--- src/rtl/cpu_pkg.sv ---
// Shared types and constants for the accumulator CPU control path:
// sequencer states, instruction classes, opcode values and address-select codes.
package cpu_pkg;

  typedef enum logic [2:0] {
    ST_IDLE   = 3'd0,
    ST_FETCH  = 3'd1,
    ST_DECODE = 3'd2,
    ST_EXEC   = 3'd3,
    ST_MEM    = 3'd4,
    ST_WB     = 3'd5,
    ST_HALT   = 3'd6
  } state_e;

  typedef enum logic [3:0] {
    CLS_NOP   = 4'd0,
    CLS_TR    = 4'd1,
    CLS_LOAD  = 4'd2,
    CLS_STORE = 4'd3,
    CLS_PUSH  = 4'd4,
    CLS_POP   = 4'd5,
    CLS_BRA   = 4'd6,
    CLS_ALU   = 4'd7,
    CLS_MOV   = 4'd8,
    CLS_HALT  = 4'd9
  } class_e;

  localparam logic [5:0] OP_TR_X      = 6'h00;
  localparam logic [5:0] OP_TR_Y      = 6'h01;
  localparam logic [5:0] OP_LOAD      = 6'h02;
  localparam logic [5:0] OP_STORE     = 6'h03;
  localparam logic [5:0] OP_PUSH      = 6'h04;
  localparam logic [5:0] OP_POP       = 6'h05;
  localparam logic [5:0] OP_BRA_FIRST = 6'h06;
  localparam logic [5:0] OP_JMP       = 6'h0A;
  localparam logic [5:0] OP_BRA_LAST  = 6'h0C;
  localparam logic [5:0] OP_ALU_FIRST = 6'h0D;
  localparam logic [5:0] OP_CMP       = 6'h14;
  localparam logic [5:0] OP_ALU_LAST  = 6'h1D;
  localparam logic [5:0] OP_MOV       = 6'h1E;

  localparam logic [1:0] ADDR_SEL_PC      = 2'd0;
  localparam logic [1:0] ADDR_SEL_OPERAND = 2'd1;
  localparam logic [1:0] ADDR_SEL_SP      = 2'd2;

endpackage

--- src/rtl/opcode_classifier.sv ---
// Combinational opcode -> instruction class map, shared by the sequencer and the decoder.
module opcode_classifier
  import cpu_pkg::*;
#(
  parameter logic [5:0] HALT_OPCODE = 6'h3F
) (
  input  logic [5:0] opcode,
  output logic [3:0] op_class
);

  // HALT_OPCODE is a parameter, so it takes priority over any range it might overlap.
  always_comb begin
    op_class = CLS_NOP;
    if (opcode == HALT_OPCODE)
      op_class = CLS_HALT;
    else if (opcode <= OP_TR_Y)
      op_class = CLS_TR;
    else if (opcode == OP_LOAD)
      op_class = CLS_LOAD;
    else if (opcode == OP_STORE)
      op_class = CLS_STORE;
    else if (opcode == OP_PUSH)
      op_class = CLS_PUSH;
    else if (opcode == OP_POP)
      op_class = CLS_POP;
    else if (opcode >= OP_BRA_FIRST && opcode <= OP_BRA_LAST)
      op_class = CLS_BRA;
    else if (opcode >= OP_ALU_FIRST && opcode <= OP_ALU_LAST)
      op_class = CLS_ALU;
    else if (opcode == OP_MOV)
      op_class = CLS_MOV;
  end

endmodule

--- src/rtl/instr_sequencer.sv ---
// Multi-cycle FETCH/DECODE/EXEC/MEM/WB sequencer for the accumulator CPU.
// Define MEM_TIMEOUT_EN to add a memory wait watchdog and the sticky fault output.
module instr_sequencer
  import cpu_pkg::*;
#(
  parameter int unsigned TIMEOUT_CYCLES = 255,
  parameter logic [5:0]  HALT_OPCODE    = 6'h3F
) (
  input  logic       clk,
  input  logic       rst,
  input  logic       run,
  input  logic [5:0] opcode,
  input  logic       branch_taken,
  input  logic       mem_ready,
  output logic       mem_req,
  output logic       mem_we,
  output logic [1:0] mem_addr_sel,
  output logic       ir_load,
  output logic       pc_inc,
  output logic       pc_load,
  output logic       sp_inc,
  output logic       sp_dec,
  output logic       exec_en,
  output logic       reg_we,
  output logic [2:0] phase,
`ifdef MEM_TIMEOUT_EN
  output logic       fault,
`endif
  output logic       halted
);

  if (TIMEOUT_CYCLES < 1 || TIMEOUT_CYCLES > 255) begin : g_bad_timeout
    $error("TIMEOUT_CYCLES must fit the 8-bit wait counter");
  end

  state_e     state_q, state_d;
  class_e     class_q, class_d;
  logic       jmp_q, jmp_d;
  logic       cmp_q, cmp_d;
  logic [3:0] decoded_class;

`ifdef MEM_TIMEOUT_EN
  localparam logic [7:0] WAIT_LIMIT = 8'(TIMEOUT_CYCLES - 1);
  logic [7:0] wait_q, wait_d;
  logic       fault_q, fault_d;
`endif

  opcode_classifier #(
    .HALT_OPCODE(HALT_OPCODE)
  ) u_classifier (
    .opcode  (opcode),
    .op_class(decoded_class)
  );

  always_ff @(posedge clk) begin
    if (rst) begin
      state_q <= ST_IDLE;
      class_q <= CLS_NOP;
      jmp_q   <= 1'b0;
      cmp_q   <= 1'b0;
`ifdef MEM_TIMEOUT_EN
      wait_q  <= 8'd0;
      fault_q <= 1'b0;
`endif
    end else begin
      state_q <= state_d;
      class_q <= class_d;
      jmp_q   <= jmp_d;
      cmp_q   <= cmp_d;
`ifdef MEM_TIMEOUT_EN
      wait_q  <= wait_d;
      fault_q <= fault_d;
`endif
    end
  end

  always_comb begin
    state_d      = state_q;
    class_d      = class_q;
    jmp_d        = jmp_q;
    cmp_d        = cmp_q;
    mem_req      = 1'b0;
    mem_we       = 1'b0;
    mem_addr_sel = ADDR_SEL_PC;
    ir_load      = 1'b0;
    pc_inc       = 1'b0;
    pc_load      = 1'b0;
    sp_inc       = 1'b0;
    sp_dec       = 1'b0;
    exec_en      = 1'b0;
    reg_we       = 1'b0;

    case (state_q)
      ST_IDLE, ST_HALT: begin
        if (run) state_d = ST_FETCH;
      end
      ST_FETCH: begin
        mem_req = 1'b1;
        if (mem_ready) begin
          ir_load = 1'b1;
          pc_inc  = 1'b1;
          state_d = ST_DECODE;
        end
      end
      ST_DECODE: begin
        class_d = class_e'(decoded_class);
        jmp_d   = (opcode == OP_JMP);
        cmp_d   = (opcode == OP_CMP);
        state_d = (class_e'(decoded_class) == CLS_HALT) ? ST_HALT : ST_EXEC;
      end
      ST_EXEC: begin
        exec_en = 1'b1;
        case (class_q)
          CLS_BRA: begin
            pc_load = jmp_q | branch_taken;
            state_d = ST_FETCH;
          end
          CLS_POP: begin
            sp_inc  = 1'b1;
            state_d = ST_MEM;
          end
          CLS_LOAD, CLS_STORE, CLS_PUSH: state_d = ST_MEM;
          CLS_NOP:                       state_d = ST_FETCH;
          default:                       state_d = ST_WB;
        endcase
      end
      ST_MEM: begin
        mem_req      = 1'b1;
        mem_we       = (class_q == CLS_STORE) || (class_q == CLS_PUSH);
        mem_addr_sel = (class_q == CLS_PUSH || class_q == CLS_POP) ? ADDR_SEL_SP
                                                                   : ADDR_SEL_OPERAND;
        if (mem_ready) begin
          sp_dec  = (class_q == CLS_PUSH);
          state_d = (class_q == CLS_LOAD || class_q == CLS_POP) ? ST_WB : ST_FETCH;
        end
      end
      ST_WB: begin
        reg_we  = ~cmp_q;
        state_d = ST_FETCH;
      end
      default: state_d = ST_IDLE;
    endcase

`ifdef MEM_TIMEOUT_EN
    // Any cycle not spent waiting on memory restarts the count, so each FETCH/MEM visit starts at zero.
    wait_d  = 8'd0;
    fault_d = fault_q;
    if ((state_q == ST_FETCH || state_q == ST_MEM) && !mem_ready) begin
      if (wait_q == WAIT_LIMIT) begin
        state_d = ST_HALT;
        fault_d = 1'b1;
      end else begin
        wait_d = wait_q + 8'd1;
      end
    end
`endif
  end

  assign phase  = state_q;
  assign halted = (state_q == ST_HALT);
`ifdef MEM_TIMEOUT_EN
  assign fault  = fault_q;
`endif

endmodule

--- config.mk ---
export PLATFORM = sky130hd
export DESIGN_NAME = instr_sequencer
export DESIGN_NICKNAME = d
export VERILOG_FILES = /design/src/rtl/cpu_pkg.sv /design/src/rtl/opcode_classifier.sv /design/src/rtl/instr_sequencer.sv
export SDC_FILE = /design/constraint.sdc
export NUM_CORES = 1
export LEC_CHECK = 0
export CAP_MARGIN = 5
export CORE_UTILIZATION = 45
export CTS_CLUSTER_DIAMETER = 30
export DETAILED_ROUTE_END_ITERATION = 8
export PLACE_DENSITY = 0.78
export SLEW_MARGIN = 20
export SYNTH_ARGS = -nofsm -noshare
export SYNTH_HDL_FRONTEND = slang
export SYNTH_SLANG_ARGS = --single-unit
--- constraint.sdc ---
create_clock -name clk -period 1.8 [get_ports clk]
set_clock_uncertainty 0.05 [all_clocks]
set_input_delay 0.36 -clock clk [delete_from_list [all_inputs] [get_ports clk]]
set_output_delay 0.36 -clock clk [all_outputs]
set_load 0.05 [all_outputs]
# [Word level (Yosys, flattened, before mapping)]
# Index checks and enable logic that the tools add are counted.
[totals] inputBits=11 word_cells=76 reg_bits=9 out_inout_bits=15
[op_classes] muxes=30 bitwise=2 n_eq_ne=23 n_lt_le_gt_ge=5 n_reduce_logical=12
[ops] cell="two-way mux 4 bit" n=9
[ops] cell="one-hot mux 3 bit (6 select lines)" n=1
[ops] cell="two-way mux 3 bit" n=5
[ops] cell="== test 4 x 3 -> 1 bit, second input constant" n=3
[ops] cell="== test 6 x 2 -> 1 bit, second input constant" n=2
[ops] cell="== test 6 x 3 -> 1 bit, second input constant" n=2
[ops] cell="== test 6 x 5 -> 1 bit, second input constant" n=2
[ops] cell="two-way mux 1 bit" n=12
[ops] cell="== test 3 bit, second input constant" n=3
[ops] cell="== test 4 x 2 -> 1 bit, second input constant" n=2
[ops] cell="== test 3 x 2 -> 1 bit, second input constant" n=2
[ops] cell="== test 6 x 4 -> 1 bit, second input constant" n=1
[ops] cell="== test 6 bit, second input constant" n=1
[ops] cell="greater-or-equal comparator 6 x 3 -> 1 bit, second input constant" n=1
[ops] cell="greater-or-equal comparator 6 x 4 -> 1 bit, second input constant" n=1
[ops] cell="<= comparator 6 x 1 -> 1 bit, second input constant" n=1
[ops] cell="<= comparator 6 x 4 -> 1 bit, second input constant" n=1
[ops] cell="<= comparator 6 x 5 -> 1 bit, second input constant" n=1
[ops] cell="inequality test 2 bit, second input constant" n=3
[ops] cell="one-hot mux 3 bit (2 select lines)" n=1
[ops] cell="OR reduction 2 bit" n=3
[ops] cell="== test 4 bit, second input constant" n=1
[ops] cell="zero test 4 bit" n=1
[ops] cell="two-way mux 2 bit" n=2
[ops] cell="8 further kinds" n=11

# [Depth between registers and ports, before layout]
# Gate-level depths: netlist of run 1.
[logic_depth] ltp_word=13 mapped_depth=7

# [Hierarchy]
# Synthesis of run 1 repeated with hierarchy kept, for this count alone.
[hier_totals] cells_unflattened=105 hier_area_um2=825.8
[by_module_without_submodules] module="instr_sequencer" cells_per_inst=88 instances=1 area_per_inst_um2=698.2
[by_module_without_submodules] module="opcode_classifier" cells_per_inst=17 instances=1 area_per_inst_um2=127.6

# [Worst setup path before layout of run 1]
# Ideal clock, no wire load.
[synth_path] kind="register -> output" startpoint="reg state_q[0], in the netlist phase[0]" endpoint="out pc_load" setup_slack_ps=-1776 path_stages_with_launch=7 n_path_buf=1 required_time_ps=1390 arrival_time_ps=3166 path_cell_list="dfxtp_1 buf_6 nor2b_1 inv_1 nor2_1 o2111ai_1 nor3b_1"
[synth_via] elab_chain_len=2
[synth_lines] item="start: declaration" line_no="instr_sequencer.sv:36" source="state_e state_q, state_d;"
[synth_lines] item="start signal: assignment" line_no="instr_sequencer.sv:66" source="state_q <= state_d;"
[synth_lines] item="== test 3 x 2 -> 1 bit" line_no="instr_sequencer.sv:93" source="case (state_q)"
[synth_lines] item="two-way mux 1 bit" line_no="instr_sequencer.sv:93"
[synth_lines] item="end: declaration" line_no="instr_sequencer.sv:20" source="output logic pc_load,"
# Every way passes these cells.

# [Worst setup path in the final report of run 1]
# Same ends and word-level chain as after synthesis.

==> impl_metrics.yaml, run 1 <==
critical_path:
  startpoint_type: "flip-flop"
  path_depth: 6
  worstPathArrival_ns: 1.50
  r2r-start: "phase[0]"
  crit_type: "flip-flop to output pin"
  path_buf_inv: 2
  path_max_fanout: 5
  cp_top_family: "simple AND/OR/NAND/NOR gates"
  crit_path_cell_trace: "nor2b_4, inv_2, nor2_4, o2111ai_2, nor3b_4, buf_12"
  reg2regPathDepth: 4
  required_ns: 1.39
  startpoint: "phase[0]"
  critPathMaxStageDelay_ns: 0.37
  cp-end-kind: "output pin"
  cpMaxStageDelayCell: "dfxtp_4"
detailed_routing:
  routed_via_density: 6.11
  first_pass_iters: 4
  wl_um: 3510
  routedWlPerCell_um: 19.4
  drc: 0
  antenna_left: 0
  via_count: 1106
  drt_iter0_drc: 95
timing:
  rsz0062_at_grt: "true"
  period_share: 1.06
  slew_headroom: 0.605
  hold_viol: 0
  tightest_slew_ns: 0.588
  fin_ws_ns: -0.111
  fmax_ghz: 0.523
  finalCriticalPeriod_ns: 1.91
  slew_violations: 0
  finalSetupViolCount: 5
power:
  ir_worst_vdd_mv: 0.378
  finalPower_mw: 0.805
  cellLeakagePower_nw: 0.588
  power-per-cell-area_nw_per_um2: 518
floorplan:
  dieArea_um2: 2010
  die_w_um: 44.8
  row_count: 15
  ioPinCount: 26
  coreArea_um2: 1730
  initial_core_util: 0.478
  die_h_um: 44.8
placed_design:
  place.port_buffers: 25
  gp_congestion: 0.842
  hpwlAfterDp_um: 1970
  dp.cells: 164
  dp_slack_ns: -0.102
  placed_cell_area_um2: 1370
final_layout:
  fin_nets: 168
  fill_cells: 81
  drive_gt1_frac: 0.545
  fin_area_um2: 1550
  areaGrowthSynthToFinish_pct: 88.5
  instances_no_fill: 181
  n_antenna_cell: 0
clock_tree:
  cts_tree: "done"
  clock_sinks: 9
  cts_hold_buf: 0
  cts_buffers: 3
  clk_pin_slew_ns: 0.06
  htreeDepth: 1
  clockRootBuffer: "clkbuf_4"
  worstSkewPairLatency_ns: 0.27
  cts_max_path_buffers: 2
yosys:
  synth_top_area_cell: "dfxtp_1"
  synthTopCellsByCount: "nor2_1, nand2_1, dfxtp_1"
  synth_nets: 120
  yosys.area_share.adder: 0
  yosysUniqueCellTypes: 42
  ys_seq_area_frac: 0.219
  synth_top_area_share: 0.219
  synth_edf_count: 0
  ys_top_cells_by_area: "dfxtp_1, nor2_1, nand2_1, buf_6, a21oi_1"
  synth_mux_area_frac: 0
  synth_most_common_cell: "nor2_1"
  synthCells: 109
  synth_xor_area_frac: 0.0212
  ys_ff_latch: 9
  ys_warn_count: 0
  synth_compound_area_frac: 0.275
  synth_top_family_by_area: "simple AND/OR/NAND/NOR gates"
  synth-async-reset-ratio: 0
  synthSimpleGateAreaFrac: 0.360
  synth_flop_cell: "dfxtp_1"
  synth_area_per_cell_um2: 7.56
  syn_area_um2: 825
grt:
  antenna_found_initial: 0
  grt_pass1_wl_um: 4890
  globalRouteOverflowTotal: 0
  grt.total_usage: 0.338
  grt_pass1_vias: 1093
  grt_max_degree: 13
status:
  violations: "negative setup slack"
  status: "finished, violations left"
worst_hold_path:
  min_path_cells: 2
  hold_start: "phase[0]"
  hold_class: "flip-flop to flip-flop"
flow_run:
  drv_cap: 0
## through the flow
stage	utilization	setup TNS (ns)	hold slack [ns]
2_1_floorplan	-	-1.51	0.451
3_3_place_gp	0.792	-0.00787	0.495
3_5_place_dp	0.792	-0.147	0.507
4_1_cts	0.876	-0.213	0.471
5_1_grt	0.900	-0.490	0.567
6_report	0.900	-0.247	0.543
## path summary, 6_finish.rpt
check / slack, ns / to
max reg2reg: 0.08 / class_q[2]
min: 0.54 / phase[0]
min reg2reg: 0.54 / phase[0]
max: -0.11 / pc_load
## routing by layer
metal	track usage	share of wire	wire (um)
met5	0	0	0
met3	0.0440	0.062	216
met1	0.351	0.36	1260
met2	0.641	0.54	1890
met4	0.200	0.039	138
## layout make-up
cell class                 instances  area [um2]  share of cell area
sequential                         9         199               0.128
timing repair buffer              54         621               0.399
inverter                           4        15.0             0.00966
multi-input combinational         85         661               0.425
tap                               25        31.3              0.0201
clock buffer                       3        22.5              0.0145
clock inverter                     1        5.00             0.00322
## cell families after synthesis
| logic type | Yosys count |
|---|---|
| AO/OA/AOI/OAI | 28 |
| buffers and inverters | 15 |
| flip-flops | 9 |
| AND/OR/NAND/NOR | 55 |
| XOR/XNOR | 2 |
## tightest hold or removal path: stages, from the launching register on
cell and delay, ns:
dfxtp_4 0.36, inv_2 0.10, a221oi_1 0.09
## sequential cells by signal, summed over array words and instances (netlist names)
name,cells
phase,3
jmp_q,1
cmp_q,1
class_q,4
## cells in the final DEF, fill, tap and decap left out, drive strengths merged, types with 3 or more instances in the layout
master,Yosys,routed
nor3,5,5
clkbuf,1,4
a21oi,7,7
nor3b,3,3
nor4,3,3
nor2,16,16
inv,4,4
a22oi,3,3
buf,10,43
clkdlybuf4s50,0,9
dfxtp,9,9
nand2,14,14
## where the power goes
group	internal [mW]	switching (mW)	total, mW
logic	0.188	0.228	0.416
clock network	0.0823	0.0799	0.162
registers	0.210	0.0168	0.227
total	0.481	0.324	0.805
## what timing repair did
action | 4_1_cts | 5_1_grt
pin swaps | 6 | 6
endpoints found under the setup margin | 6 | 8
buffers inserted | 10 | 3
resized for setup | 12 | 9
No activity file was read; power rests on OpenSTA's default activity.
==> run 2: changes to the inputs <==
Settings changed: CTS_CLUSTER_SIZE set to 25.
==> results of run 2 <==
No change in the layout: final DEF, timing and power equal those of run 1.
==> run 3: changes to the inputs <==
Settings changed: ABC_CLOCK_PERIOD_IN_PS set to 1800.
==> results of run 3 <==
No change in the layout: final DEF, timing and power equal those of run 1.
